**config.mk**
```make
export PLATFORM = sky130hd
export DESIGN_NAME = ssd_scan_n
export DESIGN_NICKNAME = d
export VERILOG_FILES = /design/src/rtl/ssd_pkg.sv /design/src/rtl/ssd_scan_timer.sv /design/src/rtl/ssd_scan_n.sv
export SDC_FILE = /design/constraint.sdc
export NUM_CORES = 1
export LEC_CHECK = 0
export ABC_AREA = 1
export CELL_PAD_IN_SITES_DETAIL_PLACEMENT = 1
export CELL_PAD_IN_SITES_GLOBAL_PLACEMENT = 1
export CORE_ASPECT_RATIO = 1.2
export CORE_MARGIN = 10
export CORE_UTILIZATION = 39
export CTS_CLUSTER_SIZE = 20
export DETAILED_ROUTE_END_ITERATION = 16
export GPL_ROUTABILITY_DRIVEN = 0
export PLACE_DENSITY = 0.83
export SKIP_CTS_REPAIR_TIMING = 1
export SYNTH_ARGS = -nofsm -noshare
export SYNTH_HDL_FRONTEND = slang
export SYNTH_SLANG_ARGS = --single-unit
```
**constraint.sdc**
```tcl
create_clock -name clk -period 6.4 [get_ports clk]
set_input_delay 1.6 -clock clk [delete_from_list [all_inputs] [get_ports clk]]
set_output_delay 1.6 -clock clk [all_outputs]
set_load 0.005 [all_outputs]
```
**src/rtl/ssd_pkg.sv**
```systemverilog
// Shared constants for the multiplexed seven-segment scanner: drive levels,
// segment bit positions within a digit field, and the default slot length.
package ssd_pkg;

    localparam logic SegOn = 1'b0;
    localparam logic AnOn  = 1'b0;

    localparam int unsigned SegW = 7;

    // Position of each segment inside a 7-bit digit field (a is the MSB).
    localparam int unsigned SegIdxA = 6;
    localparam int unsigned SegIdxB = 5;
    localparam int unsigned SegIdxC = 4;
    localparam int unsigned SegIdxD = 3;
    localparam int unsigned SegIdxE = 2;
    localparam int unsigned SegIdxF = 1;
    localparam int unsigned SegIdxG = 0;

    localparam int unsigned ScanDivDefault = 25000;

    typedef logic [SegW-1:0] seg_t;

endpackage

```
**src/rtl/ssd_scan_timer.sv**
```systemverilog
// Scan timing: slot counter, digit index, blink frame counter and blink phase.
// Exports the brightness sub-interval index and an end-of-frame strobe.
module ssd_scan_timer import ssd_pkg::*; #(
    parameter int unsigned NUM_DIGITS   = 4,
    parameter int unsigned SCAN_DIV     = ScanDivDefault,
    parameter int unsigned BRIGHT_W     = 3,
    parameter int unsigned BLINK_FRAMES = 64,
    localparam int unsigned CntW = $clog2(SCAN_DIV),
    localparam int unsigned DigW = $clog2(NUM_DIGITS)
) (
    input  logic                clk_i,
    input  logic                rst_i,
    output logic [CntW-1:0]     cnt_o,
    output logic [DigW-1:0]     dig_o,
    output logic [BRIGHT_W-1:0] sub_o,
    output logic                phase_o,
    output logic                frame_end_o
);

    localparam int unsigned FrmW = (BLINK_FRAMES > 1) ? $clog2(BLINK_FRAMES) : 1;
    localparam int unsigned Sub  = SCAN_DIV >> BRIGHT_W;

    logic [CntW-1:0] cnt_q, cnt_d;
    logic [DigW-1:0] dig_q, dig_d;
    logic [FrmW-1:0] frame_q, frame_d;
    logic            phase_q, phase_d;
    logic            cnt_last, dig_last;
    logic [31:0]     cnt_ext;

    always_ff @(posedge clk_i) begin
        if (rst_i) begin
            cnt_q   <= '0;
            dig_q   <= '0;
            frame_q <= '0;
            phase_q <= 1'b0;
        end else begin
            cnt_q   <= cnt_d;
            dig_q   <= dig_d;
            frame_q <= frame_d;
            phase_q <= phase_d;
        end
    end

    assign cnt_last    = (cnt_q == CntW'(SCAN_DIV - 1));
    assign dig_last    = (dig_q == DigW'(NUM_DIGITS - 1));
    assign frame_end_o = cnt_last && dig_last;

    always_comb begin
        cnt_d   = cnt_last ? '0 : cnt_q + CntW'(1);
        dig_d   = dig_q;
        frame_d = frame_q;
        phase_d = phase_q;
        if (cnt_last) begin
            dig_d = dig_last ? '0 : dig_q + DigW'(1);
        end
        // Phase only flips on a frame boundary, so a blink never cuts a frame.
        if (frame_end_o) begin
            if (frame_q == FrmW'(BLINK_FRAMES - 1)) begin
                frame_d = '0;
                phase_d = ~phase_q;
            end else begin
                frame_d = frame_q + FrmW'(1);
            end
        end
    end

    assign cnt_ext = 32'(cnt_q);
    assign sub_o   = BRIGHT_W'(cnt_ext / Sub);
    assign cnt_o   = cnt_q;
    assign dig_o   = dig_q;
    assign phase_o = phase_q;

endmodule

```
**src/rtl/ssd_scan_n.sv**
```systemverilog
// Multiplexed N-digit seven-segment driver with PWM brightness, per-digit
// blanking and blinking. All outputs are registered, active-low.
module ssd_scan_n import ssd_pkg::*; #(
    parameter int unsigned NUM_DIGITS   = 4,
    parameter int unsigned SCAN_DIV     = ScanDivDefault,
    parameter int unsigned BRIGHT_W     = 3,
    parameter int unsigned BLINK_FRAMES = 64
) (
    input  logic                       clk,
    input  logic                       rst,
    input  logic [SegW*NUM_DIGITS-1:0] seg_in,
    input  logic [NUM_DIGITS-1:0]      dp_in,
    input  logic [NUM_DIGITS-1:0]      blank_in,
    input  logic [NUM_DIGITS-1:0]      blink_in,
    input  logic [BRIGHT_W-1:0]        brightness,
    output logic                       a_out,
    output logic                       b_out,
    output logic                       c_out,
    output logic                       d_out,
    output logic                       e_out,
    output logic                       f_out,
    output logic                       g_out,
    output logic                       p_out,
    output logic [NUM_DIGITS-1:0]      an,
    output logic                       frame_start
);

    localparam int unsigned CntW = $clog2(SCAN_DIV);
    localparam int unsigned DigW = $clog2(NUM_DIGITS);

    if ((SCAN_DIV % (2 ** BRIGHT_W)) != 0) begin : g_bad_scan_div
        $error("SCAN_DIV must be a multiple of 2**BRIGHT_W");
    end

    logic [CntW-1:0]       cnt;
    logic [DigW-1:0]       dig;
    logic [BRIGHT_W-1:0]   sub;
    logic                  phase;
    logic                  frame_end;

    logic [BRIGHT_W-1:0]   br_q, br_eff;
    logic                  lit;
    logic [NUM_DIGITS-1:0] an_q, an_d;
    seg_t                  seg_q, seg_d;
    logic                  dp_q, dp_d;
    logic                  frame_start_q;
    logic                  scan_first_q;

    ssd_scan_timer #(
        .NUM_DIGITS   (NUM_DIGITS),
        .SCAN_DIV     (SCAN_DIV),
        .BRIGHT_W     (BRIGHT_W),
        .BLINK_FRAMES (BLINK_FRAMES)
    ) u_timer (
        .clk_i       (clk),
        .rst_i       (rst),
        .cnt_o       (cnt),
        .dig_o       (dig),
        .sub_o       (sub),
        .phase_o     (phase),
        .frame_end_o (frame_end)
    );

    // Slot start uses the live code so the new value governs the whole slot.
    assign br_eff = (cnt == '0) ? brightness : br_q;

    always_comb begin
        lit   = (sub <= br_eff) && !blank_in[dig] && !(blink_in[dig] && phase);
        an_d  = {NUM_DIGITS{~AnOn}};
        seg_d = {SegW{~SegOn}};
        dp_d  = ~SegOn;
        if (lit) begin
            an_d[dig] = AnOn;
            seg_d     = seg_in[SegW*dig +: SegW];
            dp_d      = dp_in[dig] ? SegOn : ~SegOn;
        end
    end

    // scan_first_q marks the cnt==0/dig==0 cycle: right after reset or a frame end.
    always_ff @(posedge clk) begin
        if (rst) begin
            br_q          <= '0;
            an_q          <= {NUM_DIGITS{~AnOn}};
            seg_q         <= {SegW{~SegOn}};
            dp_q          <= ~SegOn;
            frame_start_q <= 1'b0;
            scan_first_q  <= 1'b1;
        end else begin
            if (cnt == '0) begin
                br_q <= brightness;
            end
            an_q          <= an_d;
            seg_q         <= seg_d;
            dp_q          <= dp_d;
            frame_start_q <= scan_first_q;
            scan_first_q  <= frame_end;
        end
    end

    assign a_out       = seg_q[SegIdxA];
    assign b_out       = seg_q[SegIdxB];
    assign c_out       = seg_q[SegIdxC];
    assign d_out       = seg_q[SegIdxD];
    assign e_out       = seg_q[SegIdxE];
    assign f_out       = seg_q[SegIdxF];
    assign g_out       = seg_q[SegIdxG];
    assign p_out       = dp_q;
    assign an          = an_q;
    assign frame_start = frame_start_q;

endmodule

```
==> summary.txt <==
Worst setup path
  – Biggest cell delay along the critical path: 0.46 ns
  – Worst EP arrival: 5.61 ns
  – Crit path max-delay family: simple AND/OR/NAND/NOR gates
  – Crit start category: flop
  – Crit Path Category: reg2reg
  – CP Capture Type: flop
  – Worst path slowest cell: dfxtp_1
  – Buf/Inv on CP: 5
  – Crit path top cell by count: nand2_1
  – Required time of the critical path: 6.56 ns
  – Crit Path Max Fanout: 21

STA
  – Pins Over Slew Limit: 0
  – Slew headroom: 45.6%
  – Fin. Hold Viols: 0
  – Least-Margin Pin Slew: 0.815 ns
  – RSZ-0062 raised after global routing: false
  – Final critical-path required period: 5.45 ns
  – Max Fclk: 183 MHz
  – Setup_tns: 0 ns
  – Hold_ws: 0.410 ns
  – Final setup viols: 0
  – Clk_skew: 0.00361 ns
  – Final worst slack: 0.946 ns
  – Period utilisation layout: 85.2%

CTS
  – CTS Buffer Depth: 2
  – CTS tree: done
  – Num CTS Buffers: 5
  – Skew-Pair Late Insertion Delay: 0.29 ns
  – Root buffer cell: clkbuf_16
  – H-tree depth: 2
  – Clk sink count: 41
  – Reg clk slew, reported paths: 0.06 ns

Place
  – # placed instances: 804
  – Number of I/O port buffers: 57
  – Pre-CTS setup slack: 0.962 ns
  – Hpwl dp: 10800 um
  – Post-DP Area: 4550 sq um

Logic synthesis
  – Register area share after synthesis: 20.8%
  – Mapped cell area: 3940 sq um
  – Fraction of registers with async set/reset: 0%
  – Synth area leader: dfxtp_1
  – Synth warn: 0
  – Count leader, synth: nand2_1
  – Gate Count Post-Synth: 637
  – Yosys reg bits: 41
  – Synthesized Nets: 699
  – Ys flop type: dfxtp_1
  – Post-synth top cells: 178 x nand2_1, 64 x inv_1, 62 x nor2_1
  – Yosys top cell area share: 20.8%
  – Yosys cell types: 50
  – Post-synth EDFFs: 0
  – Syn Area/Cell: 6.19 sq um
  – Top post-synthesis cells by area: dfxtp_1 21%, nand2_1 17%, nand3_1 7.2%

Die
  – Chip Width: 112 um
  – CORE AREA: 9960 sq um
  – # IOs: 58
  – FP Rows: 40
  – Die Area: 14500 sq um
  – Starting density of the core: 39.6%
  – Die Y: 130 um

Drt
  – Number of DRC markers in iteration 0: 241
  – Final ANT Viol Nets: 0
  – Via/cell ratio: 5.39
  – Total Wirelength: 13400 um
  – DRC: 0
  – First drt pass iteration count: 4
  – WL/cell: 16.6 um
  – Vias: 4374

Layout
  – Fraction of layout cells with a size suffix above 1: 11.5%
  – Register Area: 821 sq um
  – Final core occ: 47.7%
  – Filler cells: 1354
  – Fin cells: 812
  – Final instance area: 4750 sq um
  – Multi-input logic area: 2690 sq um
  – P&R area growth vs syn: 20.5%
  – # nets final: 747
  – ANT cells: 0

Global routing
  – Global Route Usage Sum: 18.4%
  – GRT Max-Usage Layer: met2
  – Grt met1 use: 19.1%
  – First-pass GRT wire length: 22400 um
  – Largest net degree at the start of global routing: 25
  – Vias in the first global route: 4645
  – Initial antenna violation count: 0
  – Met2 usage in global routing: 35.4%
  – GRT met3 Usage: 3.17%
  – GRT overflow: 0

Status
  – Outcome: finished, final reports clean

Pwr
  – Maximum VDD drop: 116 uV
  – Leakage: 2.22 nW
  – Power, Total: 0.682 mW
  – Pwr per Cell Area: 144 nW/um^2

Min path
  – Hold Path Class: reg2reg

Flow run
  – Max cap viols: 0
-- worst paths after layout --
path	start	slack [ns]	end	depth (start not counted)
max	u_timer.cnt_o[4]	0.95	seg_q[4]	35
min	scan_first_q	0.41	frame_start	2
max reg2reg	u_timer.cnt_o[4]	0.95	seg_q[4]	35
min reg2reg	scan_first_q	0.41	frame_start	2
-- kinds of logic after synthesis --
family / Yosys count / share of synthesized area [%]
flip-flops: 41 / 20.8
AO/OA/AOI/OAI: 79 / 12.2
buffers and inverters: 100 / 11.0
AND/OR/NAND/NOR: 383 / 46.8
XOR/XNOR: 16 / 3.56
adder cells (fa/ha/maj): 17 / 5.40
multiplexers: 1 / 0.254
-- report_power, final --
| part | switching, mW | internal [mW] | leakage [nW] |
|---|---|---|---|
| Sequential | 0.00385 | 0.263 | 0.334 |
| Clock | 0.112 | 0.225 | 0.0944 |
| Combinational | 0.0347 | 0.0441 | 1.80 |
| Total | 0.150 | 0.532 | 2.22 |
-- worst reg2reg max path, delay by kind of cell, from the launching register on --
family / cells / cell delay (ns)
flip-flops: 1 / 0.46
adder cells (fa/ha/maj): 3 / 0.65
XOR/XNOR: 1 / 0.16
AND/OR/NAND/NOR: 23 / 2.78
buffers and inverters: 5 / 0.70
AO/OA/AOI/OAI: 3 / 0.57
-- registers in the layout, indices dropped and copies added (netlist names) --
name	flops
u_timer.frame_q	6
u_timer.phase_o	1
br_q	3
seg_q	7
p_out	1
u_timer.cnt_o	15
an	4
frame_start	1
scan_first_q	1
u_timer.dig_o	2
-- cell usage in the layout, fill, tap and decap left out, types with 2 or more instances in the layout --
cell,synthesis,routed
nand2_1,178,178
inv_1,64,64
nor2_1,62,62
nand3_1,57,57
clkdlybuf4s50_1,0,57
dfxtp_1,41,41
o21ai_0,26,26
a21oi_1,24,24
nand2_2,21,21
ha_1,17,17
inv_2,16,16
nand4_1,16,16
xor2_1,15,15
nor3_1,13,13
nor2_2,9,9
nand2_4,8,8
clkbuf_16,0,5
o21ai_2,4,4
o221ai_1,4,4
nor2_4,3,3
o21ai_1,3,3
nor4_1,3,3
a32o_1,3,3
o21a_1,3,3
clkinv_1,2,2
nand3_4,2,2
nand2_8,2,2
nand3_2,2,2
nand3b_1,2,2
a31oi_1,2,2
o211ai_1,2,2
nor3b_1,2,2
bufinv_16,0,2
-- layer usage --
layer / part of all wire [%] / routed length [um]
met5: 0 / 0
met4: 3.5 / 473
met3: 3.1 / 419
met2: 53 / 7160
met1: 40 / 5390
-- area by class of cell --
class / instances / share of cell area, %
multi-input combinational: 496 / 56.5
clock inverter: 3 / 1.45
inverter: 83 / 6.59
tap: 126 / 3.32
clock buffer: 5 / 2.64
sequential: 41 / 17.3
timing repair buffer: 58 / 12.2
Note: power is estimated with default switching activity, not from simulation.
